File: config.mk
export PLATFORM = sky130hd
export DESIGN_NAME = xrv1_branch_sched
export DESIGN_NICKNAME = d
export VERILOG_FILES = /design/src/rtl/xrv1_branch_sched_pkg.sv /design/src/rtl/xrv1_rr_arb.sv /design/src/rtl/xrv1_branch_sched.sv
export SDC_FILE = /design/constraint.sdc
export NUM_CORES = 1
export LEC_CHECK = 0
export BUFFER_PORTS_ARGS = -buffer_cell sky130_fd_sc_hd__clkbuf_2
export CAP_MARGIN = 20
export CORE_AREA = 2 2 117 119
export DETAILED_ROUTE_END_ITERATION = 8
export DIE_AREA = 0 0 119 121
export GPL_TIMING_DRIVEN = 0
export PLACE_DENSITY = 0.74
export SKIP_LAST_GASP = 1
export SLEW_MARGIN = 5
export SYNTH_ARGS = -nofsm -noshare
export SYNTH_HDL_FRONTEND = slang
export SYNTH_SLANG_ARGS = --single-unit
File: constraint.sdc
create_clock -name clk_i -period 7.6 [get_ports clk_i]
set_clock_uncertainty 0.1 [all_clocks]
set_input_delay 0 -clock clk_i [delete_from_list [all_inputs] [get_ports clk_i]]
set_output_delay 0 -clock clk_i [all_outputs]
set_load 0.05 [all_outputs]
File: src/rtl/xrv1_branch_sched_pkg.sv
// Shared types and constants for the branch scheduler.
package xrv1_branch_sched_pkg;

  localparam int REDIR_CNT_W = 16;

  typedef enum logic [1:0] {
    IDLE  = 2'd0,
    ISSUE = 2'd1,
    REDIR = 2'd2
  } state_t;

  // Counter increment that sticks at all-ones instead of wrapping.
  function automatic logic [REDIR_CNT_W-1:0] sat_inc(input logic [REDIR_CNT_W-1:0] v);
    return (&v) ? v : v + 1'b1;
  endfunction

endpackage

File: src/rtl/xrv1_rr_arb.sv
// Round-robin arbiter: searches upward from an internal pointer, wrapping at
// the top, and moves the pointer one past the winner on every grant.
module xrv1_rr_arb
  import xrv1_branch_sched_pkg::*;
#(
  parameter int NUM_REQ_P = 4,
  parameter int IDX_W_P   = (NUM_REQ_P > 1) ? $clog2(NUM_REQ_P) : 1
) (
  input  logic                 clk_i,
  input  logic                 rst_i,
  input  logic [NUM_REQ_P-1:0] req_i,
  input  logic                 en_i,
  output logic [NUM_REQ_P-1:0] gnt_o,
  output logic [IDX_W_P-1:0]   gnt_idx_o
);

  logic [IDX_W_P-1:0] ptr_q;
  logic [IDX_W_P:0]   sum;
  logic [IDX_W_P-1:0] idx;
  logic               found;

  // First asserted request at or above ptr, wrapping; masked by en_i.
  always_comb begin
    gnt_o     = '0;
    gnt_idx_o = '0;
    found     = 1'b0;
    sum       = '0;
    idx       = '0;
    for (int i = 0; i < NUM_REQ_P; i++) begin
      sum = {1'b0, ptr_q} + (IDX_W_P+1)'(i);
      if (sum >= (IDX_W_P+1)'(NUM_REQ_P)) begin
        sum = sum - (IDX_W_P+1)'(NUM_REQ_P);
      end
      idx = sum[IDX_W_P-1:0];
      if (en_i && !found && req_i[idx]) begin
        found      = 1'b1;
        gnt_o[idx] = 1'b1;
        gnt_idx_o  = idx;
      end
    end
  end

  // Pointer advances past the winner; with one requester it stays at 0.
  always_ff @(posedge clk_i or posedge rst_i) begin
    if (rst_i) begin
      ptr_q <= '0;
    end else if (found) begin
      ptr_q <= (gnt_idx_o == IDX_W_P'(NUM_REQ_P-1)) ? '0 : gnt_idx_o + 1'b1;
    end
  end

endmodule

File: src/rtl/xrv1_branch_sched.sv
// Branch scheduler: arbitrates branch/jump ops from several hardware threads
// into a single branch unit and forwards branch-unit redirects to fetch.
//
//   state | meaning
//   IDLE  | issue register empty, may grant
//   ISSUE | op presented to branch unit (b_req_o=1), may grant back-to-back
//   REDIR | redirect held for fetch, no grants
module xrv1_branch_sched
  import xrv1_branch_sched_pkg::*;
#(
  parameter int NUM_THREADS_P = 4,
  parameter int ITAG_WIDTH_P  = 6,
  parameter int TID_WIDTH_P   = (NUM_THREADS_P > 1) ? $clog2(NUM_THREADS_P) : 1
) (
  input  logic                                     clk_i,
  input  logic                                     rst_i,
  input  logic [NUM_THREADS_P-1:0]                 req_vld_i,
  output logic [NUM_THREADS_P-1:0]                 req_rdy_o,
  input  logic [NUM_THREADS_P-1:0]                 req_is_branch_i,
  input  logic [NUM_THREADS_P-1:0]                 req_is_jump_i,
  input  logic [NUM_THREADS_P-1:0][31:0]           req_next_pc_i,
  input  logic [NUM_THREADS_P-1:0][ITAG_WIDTH_P-1:0] req_itag_i,
  output logic                                     b_req_o,
  output logic                                     b_is_branch_o,
  output logic                                     b_is_jump_o,
  output logic [31:0]                              b_next_pc_o,
  output logic [ITAG_WIDTH_P-1:0]                  b_itag_o,
  output logic [TID_WIDTH_P-1:0]                   b_tid_o,
  input  logic                                     b_rdy_i,
  input  logic                                     exec_b_pc_vld_i,
  input  logic [31:0]                              exec_b_pc_i,
  output logic                                     redir_vld_o,
  input  logic                                     redir_rdy_i,
  output logic [31:0]                              redir_pc_o,
  output logic [TID_WIDTH_P-1:0]                   redir_tid_o,
  output logic [REDIR_CNT_W-1:0]                   redir_cnt_o
);

  state_t                   state_q;
  state_t                   state_d;
  logic                     grant_en;
  logic                     any_gnt;
  logic                     redir_load;
  logic                     redir_hs;
  logic [NUM_THREADS_P-1:0] gnt;
  logic [TID_WIDTH_P-1:0]   gnt_idx;

  // Reset gates the enable so no thread sees a grant while rst_i is high.
  xrv1_rr_arb #(
    .NUM_REQ_P (NUM_THREADS_P),
    .IDX_W_P   (TID_WIDTH_P)
  ) u_arb (
    .clk_i     (clk_i),
    .rst_i     (rst_i),
    .req_i     (req_vld_i),
    .en_i      (grant_en && !rst_i),
    .gnt_o     (gnt),
    .gnt_idx_o (gnt_idx)
  );

  assign req_rdy_o = gnt;
  assign any_gnt   = |gnt;

  // Next-state, grant window and handshake decode.
  always_comb begin
    state_d     = state_q;
    grant_en    = 1'b0;
    redir_load  = 1'b0;
    redir_hs    = 1'b0;
    b_req_o     = 1'b0;
    redir_vld_o = 1'b0;
    unique case (state_q)
      IDLE: begin
        grant_en = 1'b1;
        if (any_gnt) state_d = ISSUE;
      end
      ISSUE: begin
        b_req_o  = 1'b1;
        grant_en = b_rdy_i && !exec_b_pc_vld_i;
        if (b_rdy_i) begin
          if (exec_b_pc_vld_i) begin
            redir_load = 1'b1;
            state_d    = REDIR;
          end else if (any_gnt) begin
            state_d = ISSUE;
          end else begin
            state_d = IDLE;
          end
        end
      end
      REDIR: begin
        redir_vld_o = 1'b1;
        if (redir_rdy_i) begin
          redir_hs = 1'b1;
          state_d  = IDLE;
        end
      end
      default: state_d = IDLE;
    endcase
  end

  // State register.
  always_ff @(posedge clk_i or posedge rst_i) begin
    if (rst_i) state_q <= IDLE;
    else       state_q <= state_d;
  end

  // Issue register, redirect capture and saturating redirect counter.
  always_ff @(posedge clk_i or posedge rst_i) begin
    if (rst_i) begin
      b_is_branch_o <= 1'b0;
      b_is_jump_o   <= 1'b0;
      b_next_pc_o   <= '0;
      b_itag_o      <= '0;
      b_tid_o       <= '0;
      redir_pc_o    <= '0;
      redir_tid_o   <= '0;
      redir_cnt_o   <= '0;
    end else begin
      if (any_gnt) begin
        b_is_branch_o <= req_is_branch_i[gnt_idx];
        b_is_jump_o   <= req_is_jump_i[gnt_idx];
        b_next_pc_o   <= req_next_pc_i[gnt_idx];
        b_itag_o      <= req_itag_i[gnt_idx];
        b_tid_o       <= gnt_idx;
      end
      if (redir_load) begin
        redir_pc_o  <= exec_b_pc_i;
        redir_tid_o <= b_tid_o;
      end
      if (redir_hs) begin
        redir_cnt_o <= sat_inc(redir_cnt_o);
      end
    end
  end

endmodule

After elaboration in Yosys (flattened, before gate mapping)
Cells that the tools add are included.
- register bits after elaboration: 96
- output and inout bits: 98
- input port bits: 201
- logic and storage cells: 120
- equal/unequal tests: 6
- order comparisons: 13
- bitwise gates (word level): 4
- reductions and logical operators: 23
- $add $sub $neg: 9
- multiplexer cells: 55
- operators with widths (cell ; count):
    32-bit binary-select mux with 2-bit select ; 1
    32-bit 2-to-1 mux ; 1
    2-bit 2-to-1 mux ; 13
    1-bit 2-to-1 mux ; 22
    16-bit by 1-bit adder with 16-bit output (second input constant) ; 1
    4-bit 2-to-1 mux ; 4
    16-bit AND reduction ; 1
    2-bit by 3-bit less-than comparator with 1-bit output (second input constant) ; 5
    1-bit logical AND ; 13
    1-bit binary-select mux with 2-bit select ; 6
    6-bit binary-select mux with 2-bit select ; 1
    4-bit bitwise OR ; 3
    3-bit greater-or-equal comparator (second input constant) ; 3
    1-bit demux with 2-bit select ; 4
    2-bit by 1-bit greater-or-equal comparator with 1-bit output (second input constant) ; 4
    2-bit by 1-bit subtractor with 2-bit output (second input constant) ; 4
    2-bit by 2-bit adder with 3-bit output (second input constant) ; 2
    6-bit 2-to-1 mux ; 1
    2-bit inequality test (second input constant) ; 3
    2-bit one-hot mux with 3 select lines ; 1
    1-bit zero test ; 5
    2-bit == test (second input constant) ; 2
    4-bit OR reduction ; 1
    2-bit by 1-bit adder with 3-bit output (second input constant) ; 1
    8 further kinds ; 8

Depth between registers and ports, before layout
Gate-level depths: netlist of run 1.
- word-level depth: 23
- mapped depth: 13
- gate-level depth less buffers: 10

Modules after synthesis
From an unflattened synthesis of run 1, not the netlist that was laid out.
- cell total of the unflattened synthesis: 376
- area, all modules: 5371.4 um^2
- modules (own cells, without submodules) (module ; cells each ; times used ; sequential area each (um^2) ; area an instance (um^2)):
    xrv1_branch_sched ; 299 ; 1 ; 2352.3 ; 4719.5
    xrv1_rr_arb ; 77 ; 1 ; 50.0 ; 651.9

Worst setup path after synthesis of run 1
Ideal clock, no wire load.
- path kind: register -> register
- start: register u_arb.ptr_q[0]
- end: register b_next_pc_o[16]
- stages on the path, launching flop included: 13
- setup time: 0.125 ns
- data required time: 7.375 ns
- path buffers: 4
- arrival time: 3.188 ns
- setup slack: 4.187 ns
- period minus slack after synthesis: 3.413 ns
- cells stage by stage: dfrtp_1 > buf_2 > inv_1 > ha_1 > buf_4 > mux4_2 > buf_6 > nor2_1 > a21oi_1 > o22a_2 > o41ai_4 > buf_6 > mux2_4
- longest elaborated chain between the ends: 20
- elaborated cells on any way between the ends: 70
- classes of those cells: add/sub (7); order compare (12); mux (33); bitwise (3); reduce/logical (15)
- ends and longest elaborated chain (item ; line ; source):
    from (decl) ; xrv1_rr_arb.sv:17 ; logic [IDX_W_P-1:0] ptr_q;
    from (signal assigned) ; xrv1_rr_arb.sv:48 ; ptr_q <= (gnt_idx_o == IDX_W_P'(NUM_REQ_P-1)) ? '0 : gnt_idx_o + 1'b1;
    branches (longest 20 deep; another with 2-bit by 1-bit adder with 3-bit output) ; n/a ;
    to (signal assigned) ; xrv1_branch_sched.sv:123 ; b_next_pc_o <= req_next_pc_i[gnt_idx];
    to (decl) ; xrv1_branch_sched.sv:26 ; output logic [31:0] b_next_pc_o,
Several ways; the timed one is not identified. The select of a mux whose other input is x is not followed.
A chain may end at the register's enable or synchronous reset.

Worst setup path in the final report of run 1
- start: register u_arb.ptr_q[0]
- end: register b_itag_o[3]
- longest elaborated chain between the ends: 20
- elaborated cells on any way between the ends: 70
- classes of those cells: add/sub (7); order compare (12); mux (33); bitwise (3); reduce/logical (15)
- ends and longest elaborated chain (item ; line ; source):
    branches (longest 20 deep; another with 2-bit by 1-bit adder with 3-bit output) ; n/a ;
    to (signal assigned) ; xrv1_branch_sched.sv:124 ; b_itag_o <= req_itag_i[gnt_idx];
    to (decl) ; xrv1_branch_sched.sv:27 ; output logic [ITAG_WIDTH_P-1:0] b_itag_o,
Several ways; the timed one is not identified. The select of a mux whose other input is x is not followed.

==> results.json, run 1 <==
{
  "outcome": "complete, no violations",
  "die_x_microns": 119,
  "critPathCaptureType": "flop",
  "tritoncts": "done",
  "max_slew_margin": 0.394,
  "diodes": 0,
  "setup_viol": 0,
  "grtUsageTotal": 0.246,
  "tns_ns": 0,
  "drt-met1-wl_microns": 6740,
  "wl_met3_microns": 1020,
  "wl_per_cell_microns": 17.3,
  "ir_worst_vdd_mv": 0.277,
  "cts_root_buf": "clkbuf_16",
  "dr_wl_met2_microns": 9380,
  "ant_nets": 0,
  "nNetsFinal": 1048,
  "grt_pass1_wl_microns": 27700,
  "postSynthCellCount": 446,
  "clockBufferDepth": 2,
  "ios": 299,
  "ys_ff_latch": 96,
  "required_ns": 7.74,
  "fin_crit_sh": 0.657,
  "place_congestion": 0.925,
  "dp_hpwl_microns": 12700,
  "path_max_fanout": 10,
  "core-area_sq_mm": 0.0131,
  "yosysSeqAreaShare": 0.431,
  "synth_area_leader_cell": "dfrtp_1",
  "dpl.cell_count": 921,
  "clk_latency_ns": 0.34,
  "drcViolationCount": 0,
  "whs_path_depth": 4,
  "hold_class": "in -> reg",
  "top_layer_used": "met4",
  "cts_buffers": 9,
  "grt_pass1_vias": 5605,
  "layout-drive-gt1-share": 0.496,
  "drt_pass1_iterations": 6,
  "holdWs_ns": 0.00369,
  "wirelength_microns": 17700,
  "die_area_sq_mm": 0.0144,
  "clock-sinks": 96,
  "total_leakage_power_nw": 4.84,
  "viasPerCell": 5.16,
  "fp.dieH_microns": 121,
  "vias": 5259,
  "synth_nets": 655,
  "clk_pin_slew_ns": 0.07,
  "stdcell_area_sq_mm": 0.00846,
  "report.final.slew_viol_count": 0,
  "grt.overflow.total": 0,
  "syn_area_sq_mm": 0.00557,
  "maxCapViolations": 0,
  "syn2layout_area_growth_pct": 51.8,
  "critPathArrivalTime_ns": 5.13,
  "max_freq_ghz": 0.200,
  "rr_worst_depth": 14,
  "synth_top_area_share": 0.431,
  "drt_iter0_markers": 278,
  "stdcell_count": 1020,
  "num_rows": 42,
  "synth.distinct_cells": 50,
  "reg2reg_from": "u_arb.ptr_q[0]",
  "min_from": "req_itag_i[17]",
  "synth.area.top_cells": "dfrtp_1 43%, mux2i_1 22%, mux2_2 13%",
  "grt_max_degree": 66,
  "place_area_sq_mm": 0.00731,
  "worst_hold_path.endpoint": "b_itag_o[5]",
  "hold_viol": 0,
  "initial_core_util": 0.426,
  "postCtsSetupRepairBufs": 0,
  "rsz0062_at_grt": "no",
  "htree_levels": 3,
  "crit_type": "reg -> reg",
  "worst_pin_slew_ns": 0.905,
  "yosysWarnings": 0,
  "reg2reg_to": "b_itag_o[3]",
  "powerDensity_mw_per_mm2": 417,
  "avgSynthCellArea_sq_um": 12.5,
  "cp-start-kind": "flop",
  "r2r_setup_slack_ns": 2.61,
  "period_needed_ns": 4.99,
  "port_buffers": 298,
  "antenna_found_initial": 0
}
[cells in the final DEF (no fill, tap or decap), types with 9 or more instances in the layout]
| cell type | count |
|---|---|
| dfrtp_1 | 96 |
| a21oi_1 | 12 |
| mux2i_1 | 120 |
| nand2_1 | 12 |
| clkbuf_2 | 298 |
| dlygate4sd3_1 | 83 |
| mux2_4 | 10 |
| clkbuf_16 | 9 |
| nor2_1 | 9 |
| inv_1 | 9 |
| mux2_2 | 65 |
| xnor2_1 | 13 |
| buf_2 | 10 |
[stage by stage]
step	utilization	total power [mW]	setup slack, ns
final	0.646	3.52	2.61
after global routing	0.646	3.69	2.25
after CTS	0.646	3.53	2.62
after detailed placement	0.559	2.97	3.58
after global placement	0.557	2.92	3.75
after floorplan	-	2.47	4.19
[cell type report]
cell class                 count  area (sq um)
sequential                    96          2400
multi-input combinational    314          2970
tap                          176           220
clock inverter                 6          73.8
buffer                        26           159
inverter                      10          40.0
clock buffer                  10           239
fill                        1006          4630
timing repair buffer         382          2350
[power by group]
group	internal (mW)	total [mW]	switching (mW)
Sequential	0.735	0.876	0.141
Combinational	0.776	2.17	1.40
Clock	0.269	0.473	0.204
[timing repair]
item	4_1_cts	5_1_grt
hold buffers	83	0
endpoints found under the hold margin	88	0
gates resized for setup	0	0
endpoints found under the setup margin	0	0
[kinds of logic after synthesis]
| family | count (synthesis) | share of synthesized area |
|---|---|---|
| multiplexers | 199 | 0.389 |
| buffers and inverters | 36 | 0.0353 |
| adder cells (fa/ha/maj) | 8 | 0.0180 |
| AO/OA/AOI/OAI | 39 | 0.0512 |
| flip-flops | 96 | 0.431 |
| XOR/XNOR | 15 | 0.0236 |
| AND/OR/NAND/NOR | 53 | 0.0519 |
[worst max path at each step]
stage	from	end	slack, ns	depth (start not counted)
3_5_place_dp	u_arb.ptr_q[0]	b_itag_o[0]	3.58	12
5_1_grt	u_arb.ptr_q[0]	b_itag_o[3]	2.25	14
2_1_floorplan	u_arb.ptr_q[0]	b_next_pc_o[16]	4.19	12
4_1_cts	u_arb.ptr_q[0]	b_itag_o[3]	2.62	14
3_3_place_gp	u_arb.ptr_q[0]	b_next_pc_o[31]	3.75	11
6_report	u_arb.ptr_q[0]	b_itag_o[3]	2.61	14
[layer usage]
metal,track usage,up-vias
met5,0,-
met4,0.0915,0
met3,0.0597,44
met2,0.443,212
met1,0.283,2585
li1,-,2418
[critical path, stage by stage (launching register included)]
cell and delay [ns]:
dfrtp_1 0.53, buf_2 0.27, inv_1 0.11, ha_1 0.30, buf_4 0.17, o21ai_0 0.23, a221oi_1 0.12, o21ai_0 0.18
clkbuf_1 0.43, clkbuf_1 0.70, mux2i_1 0.26, dlygate4sd3_1 0.57, mux2i_1 0.07, dlygate4sd3_1 0.58, mux2_2 0.26
[cells in the mapped netlist (all sizes together)]
cell type	count
mux2i	120
dfrtp	96
mux2	76
buf	19
xnor2	13
a21oi	12
nand2	12
inv	10
nor2	9
ha	8
o21ai	8
clkbuf	7
nand3	7
nand4	5
and4	4
nand2b	4
a221oi	3
mux4	3
nor2b	3
or3	3
a21o	2
a22o	2
o41ai	2
xor2	2
a211o	1
a211oi	1
a21bo	1
a22oi	1
a31oi	1
a41oi	1
and2	1
and3	1
and3b	1
nor3	1
nor3b	1
o22a	1
o22ai	1
o31ai	1
o32a	1
or3b	1
[sequential cells by signal, summed over array words and instances, names as in the netlist]
register / flops
b_tid_o: 2
b_is_branch_o: 1
redir_cnt_o: 16
redir_pc_o: 32
redir_tid_o: 2
state_q: 2
b_next_pc_o: 32
b_is_jump_o: 1
u_arb.ptr_q: 2
b_itag_o: 6
Power figures use the tool's default switching activity.
==> run 2, diff against run 1 <==
--- a/config.mk
+++ b/config.mk
@@ -7,11 +7,11 @@
 export LEC_CHECK = 0
 export BUFFER_PORTS_ARGS = -buffer_cell sky130_fd_sc_hd__clkbuf_2
 export CAP_MARGIN = 20
-export CORE_AREA = 2 2 117 119
+export CORE_MARGIN = 1.5
+export CORE_UTILIZATION = 41
 export DETAILED_ROUTE_END_ITERATION = 8
-export DIE_AREA = 0 0 119 121
 export GPL_TIMING_DRIVEN = 0
-export PLACE_DENSITY = 0.74
+export PLACE_DENSITY = 0.75
 export SKIP_LAST_GASP = 1
 export SLEW_MARGIN = 5
 export SYNTH_ARGS = -nofsm -noshare
==> constraint.sdc (replaced) <==
create_clock -name clk_i -period 4.17 [get_ports clk_i]
set_clock_uncertainty 0.1 [all_clocks]
set_input_delay 0 -clock clk_i [delete_from_list [all_inputs] [get_ports clk_i]]
set_output_delay 0 -clock clk_i [all_outputs]
set_load 0.05 [all_outputs]
==> results.json, run 2 (synthesis results as in run 1) <==
{
  "cts_root_buf": "clkbuf_16",
  "core-area_sq_mm": 0.0132,
  "clk_pin_slew_ns": 0.07,
  "period_needed_ns": 3.94,
  "path_cells": "buf_2, inv_1, ha_1, buf_4, nand2b_1, a21o_1, a221oi_1, o21ai_0, clkbuf_2, clkbuf_4, mux2i_1, dlygate4sd3_1, mux2i_1, mux2_2",
  "port_buffers": 298,
  "critPathCaptureType": "flop",
  "die_area_sq_mm": 0.0143,
  "tritoncts": "done",
  "fillers": 1046,
  "seqCellArea_sq_mm": 0.00240,
  "hold_viol": 0,
  "htree_levels": 3,
  "p_total_mw": 6.34,
  "crit_buf_inv": 6,
  "grt_pass1_wl_microns": 27200,
  "cpPeakStageDelay_ns": 0.58,
  "ios": 299,
  "required_ns": 4.30,
  "max_slew_margin": 0.390,
  "ir_worst_vdd_mv": 0.485,
  "drt_iter0_markers": 238,
  "grt.overflow.total": 0,
  "grtUsageTotal": 0.244,
  "path_max_fanout": 10,
  "clock-sinks": 96,
  "critPathSlowestCell": "dlygate4sd3_1",
  "layout-drive-gt1-share": 0.488,
  "worst_pin_slew_ns": 0.912,
  "powerDensity_mw_per_mm2": 740,
  "wl_per_cell_microns": 16.8,
  "hold_class": "in -> reg",
  "fp.dieH_microns": 120,
  "die_x_microns": 120,
  "tns_ns": 0,
  "diodes": 0,
  "nNetsFinal": 1061,
  "initial_core_util": 0.421,
  "grt_max_degree": 57,
  "max_freq_ghz": 0.254,
  "setup_viol": 0,
  "multi_input_area_sq_mm": 0.00297,
  "holdWs_ns": 0.000552,
  "cp_common_cell": "mux2i_1",
  "wirelength_microns": 17300,
  "cts_buffers": 9,
  "place_congestion": 0.894,
  "dp_hpwl_microns": 12100,
  "ant_nets": 0,
  "drt_pass1_iterations": 4,
  "viasPerCell": 5.12,
  "reg_top3": "b_next_pc_o x32, redir_pc_o x32, redir_cnt_o x16",
  "syn2layout_area_growth_pct": 53.8,
  "crit_type": "reg -> reg",
  "cp_top_family": "buffers and inverters",
  "mostFrequentLayoutCell": "clkbuf_2",
  "maxCapViolations": 0,
  "num_rows": 42,
  "total_leakage_power_nw": 4.90,
  "mostFrequentLayoutCells": "299 x clkbuf_2, 120 x mux2i_1, 96 x dfrtp_1, 96 x dlygate4sd3_1, 65 x mux2_2",
  "antenna_found_initial": 0,
  "clockBufferDepth": 2,
  "report.final.slew_viol_count": 0,
  "drcViolationCount": 0,
  "critPathArrivalTime_ns": 4.08,
  "outcome": "complete, no violations",
  "cp-start-kind": "flop",
  "utilization": 0.647,
  "fin_crit_sh": 0.946,
  "clk_latency_ns": 0.34,
  "vias": 5293,
  "grt_pass1_vias": 5616
}
run 2: changes by cell type in the layout (fill, tap and decap cells not counted), sizes merged:
cell,change
clkinv,+1
dlygate4sd3,+13
inv,-2
clkinvlp,-1
buf,-2
clkbuf,+4
run 2: repair_timing:
action / in CTS / in global routing
setup endpoints to repair: 0 / 18
resized for setup: 0 / 4
endpoints found under the hold margin: 114 / 0
hold buffers: 96 / 0
setup buffers: 0 / 0
run 2: area by class of cell:
cell class                 instances  area share
multi-input combinational        314       0.347
timing repair buffer             395       0.289
sequential                        96       0.280
clock buffer                      12      0.0288
tap                              176      0.0257
buffer                            26      0.0193
clock inverter                     4     0.00599
inverter                          10     0.00467
run 2: worst paths after layout:
kind	cells past startpoint	slack, ns	to	startpoint
worst max-delay path	14	0.23	b_next_pc_o[0]	u_arb.ptr_q[0]
worst min-delay path	4	0.0006	b_itag_o[3]	req_itag_i[21]
worst max register to register	14	0.23	b_next_pc_o[0]	u_arb.ptr_q[0]
worst min register to register	1	0.39	b_next_pc_o[14]	b_next_pc_o[14]
max in group asynchronous	4	3.04	b_next_pc_o[14]	rst_i
min in group asynchronous	3	0.27	redir_pc_o[11]	rst_i
run 2: metrics by stage:
step,cells,worst slack [ns],instance area (sq um)
after global placement,920,0.274,7280
after detailed placement,921,0.210,7300
final,1033,0.227,8570
after CTS,1033,0.0777,8560
after global routing,1033,-0.0243,8570
after floorplan,446,0.757,5570
run 2: where the power goes:
| part | total, mW | switching [mW] | internal, mW |
|---|---|---|---|
| sequential | 1.59 | 0.251 | 1.34 |
| combinational | 3.92 | 2.53 | 1.39 |
| clock | 0.832 | 0.349 | 0.483 |
run 2: layer usage:
metal  global-route usage  part of all wire
met1                0.273              0.40
met2                0.452              0.53
met3               0.0651             0.053
met4               0.0707             0.021
met5                    0                 0
run 2: worst min-delay path: cells and delay by family:
family	cells	cell delay [ns]
buf+inv	1	0.08
mux	3	0.34
==> run 3, diff against run 2 <==
--- a/config.mk
+++ b/config.mk
@@ -7,11 +7,14 @@
 export LEC_CHECK = 0
 export BUFFER_PORTS_ARGS = -buffer_cell sky130_fd_sc_hd__clkbuf_2
 export CAP_MARGIN = 20
+export CELL_PAD_IN_SITES_DETAIL_PLACEMENT = 1
+export CELL_PAD_IN_SITES_GLOBAL_PLACEMENT = 1
 export CORE_MARGIN = 1.5
-export CORE_UTILIZATION = 41
+export CORE_UTILIZATION = 31
+export CTS_CLUSTER_DIAMETER = 30
 export DETAILED_ROUTE_END_ITERATION = 8
 export GPL_TIMING_DRIVEN = 0
-export PLACE_DENSITY = 0.75
+export PLACE_DENSITY = 0.76
 export SKIP_LAST_GASP = 1
 export SLEW_MARGIN = 5
 export SYNTH_ARGS = -nofsm -noshare
==> results.json, run 3 (synthesis results as in run 1) <==
{
  "layout-drive-gt1-share": 0.485,
  "max_slew_margin": 0.415,
  "die_x_microns": 137,
  "dpl.cell_count": 970,
  "port_buffers": 298,
  "total_leakage_power_nw": 4.97,
  "grt_max_degree": 51,
  "critPathCaptureType": "flop",
  "min_from": "req_itag_i[10]",
  "grtUsageTotal": 0.221,
  "report.final.slew_viol_count": 0,
  "rsz0062_at_grt": "no",
  "period_needed_ns": 3.91,
  "fin_crit_sh": 0.938,
  "viasPerCell": 4.91,
  "worst_hold_path.endpoint": "b_itag_o[4]",
  "htree_levels": 3,
  "required_ns": 4.30,
  "ir_worst_vdd_mv": 0.379,
  "outcome": "finished, violations left",
  "setup_viol": 0,
  "ant_nets": 0,
  "r2r_setup_slack_ns": 0.26,
  "grt.overflow.total": 0,
  "drt_iter0_markers": 84,
  "wl_per_cell_microns": 18.7,
  "stdcell_count": 1098,
  "cts_buffers": 9,
  "ios": 299,
  "clockBufferDepth": 2,
  "nNetsFinal": 1077,
  "cts_root_buf": "clkbuf_16",
  "diodes": 0,
  "max_freq_ghz": 0.256,
  "crit_path_start": "u_arb.ptr_q[0]",
  "hold_viol": 2,
  "die_area_sq_mm": 0.0188,
  "rr_worst_depth": 13,
  "clk_latency_ns": 0.35,
  "place_congestion": 0.782,
  "stdcell_area_sq_mm": 0.00881,
  "syn2layout_area_growth_pct": 58.1,
  "worst_pin_slew_ns": 0.878,
  "mostFrequentLayoutCells": "299 x clkbuf_2, 120 x mux2i_1, 110 x dlygate4sd3_1",
  "fp.dieH_microns": 137,
  "initial_core_util": 0.320,
  "powerDensity_mw_per_mm2": 736,
  "whs_path_depth": 4,
  "failed_checks": "hold timing",
  "num_rows": 48,
  "reg_top3": "b_next_pc_o x32, redir_pc_o x32, redir_cnt_o x16",
  "hold_class": "in -> reg",
  "path_max_fanout": 10,
  "drt_pass1_iterations": 4,
  "core-area_sq_mm": 0.0174,
  "grt_pass1_vias": 5961,
  "dp_hpwl_microns": 13500,
  "vias": 5394,
  "grt_pass1_wl_microns": 31700,
  "wirelength_microns": 20500,
  "antenna_found_initial": 0,
  "clock-sinks": 96,
  "maxCapViolations": 0,
  "tns_ns": 0,
  "place_area_sq_mm": 0.00737,
  "mostFrequentLayoutCell": "clkbuf_2",
  "holdWs_ns": -0.0235,
  "drcViolationCount": 0,
  "crit_type": "reg -> reg",
  "clk_pin_slew_ns": 0.07,
  "reg2reg_to": "u_arb.ptr_q[1]",
  "tritoncts": "done",
  "critPathArrivalTime_ns": 4.04,
  "reg2reg_from": "u_arb.ptr_q[0]",
  "cp-start-kind": "flop"
}
==> run 3: power breakdown <==
| part | leakage [nW] | switching [mW] | total, mW | internal [mW] |
|---|---|---|---|---|
| logic | 3.65 | 2.60 | 3.99 | 1.39 |
| clock network | 0.153 | 0.400 | 0.892 | 0.492 |
| registers | 1.17 | 0.256 | 1.60 | 1.34 |
| total | 4.97 | 3.26 | 6.48 | 3.22 |
==> run 3: repair_timing <==
| action | 4_1_cts | 5_1_grt |
|---|---|---|
| buffers inserted | 0 | 2 |
| endpoints found under the setup margin | 0 | 39 |
| resized for setup | 0 | 4 |
| endpoints found under the hold margin | 112 | 0 |
| hold buffers | 110 | 0 |
==> run 3: layout make-up <==
class                      instances  area, sq um
fill                            1976         8610
multi-input combinational        314         2970
timing repair buffer             411         2640
sequential                        96         2400
tap                              225          282
clock buffer                      10          239
buffer                            26          163
clock inverter                     6         73.8
inverter                          10         40.0
==> run 3: per-stage QoR <==
stage	util	setup WS, ns	hold slack, ns	power [mW]
finish	0.506	0.258	-0.0235	6.48
global route	0.506	0.0135	0.00367	6.81
CTS	0.505	0.0268	0.0000770	6.46
detailed placement	0.423	0.0417	0.0860	5.45
global placement	0.422	0.0668	0.133	5.36
floorplan	-	0.757	0.00781	4.50
==> run 3: critical path: stages (launching register included) <==
cell and delay, ns:
dfrtp_2 0.47, buf_2 0.24, inv_1 0.12, ha_1 0.30
buf_4 0.17, mux4_2 0.31, buf_6 0.16, a21oi_1 0.12
nor2_1 0.05, o21ai_1 0.64, buf_2 0.45, inv_1 0.11
ha_1 0.29, mux2_2 0.26
==> run 3: worst max-delay path by stage <==
stage                                 end  slack [ns]  cells past startpoint
after global routing       u_arb.ptr_q[1]        0.01                     13
after detailed placement   b_next_pc_o[7]        0.04                     12
final                      u_arb.ptr_q[1]        0.26                     13
after global placement     b_next_pc_o[7]        0.07                     12
after CTS                  b_next_pc_o[7]        0.03                     12
after floorplan           b_next_pc_o[16]        0.76                     12
==> run 3: routing by layer <==
layer / wire (microns) / global-route usage / vias to the layer above / share of wire
met5: 0 / 0 / - / 0
met4: 534 / 0.0789 / 0 / 0.026
met3: 1150 / 0.0567 / 44 / 0.056
met2: 11200 / 0.412 / 212 / 0.54
met1: 7710 / 0.241 / 2663 / 0.38
li1: - / - / 2475 / -
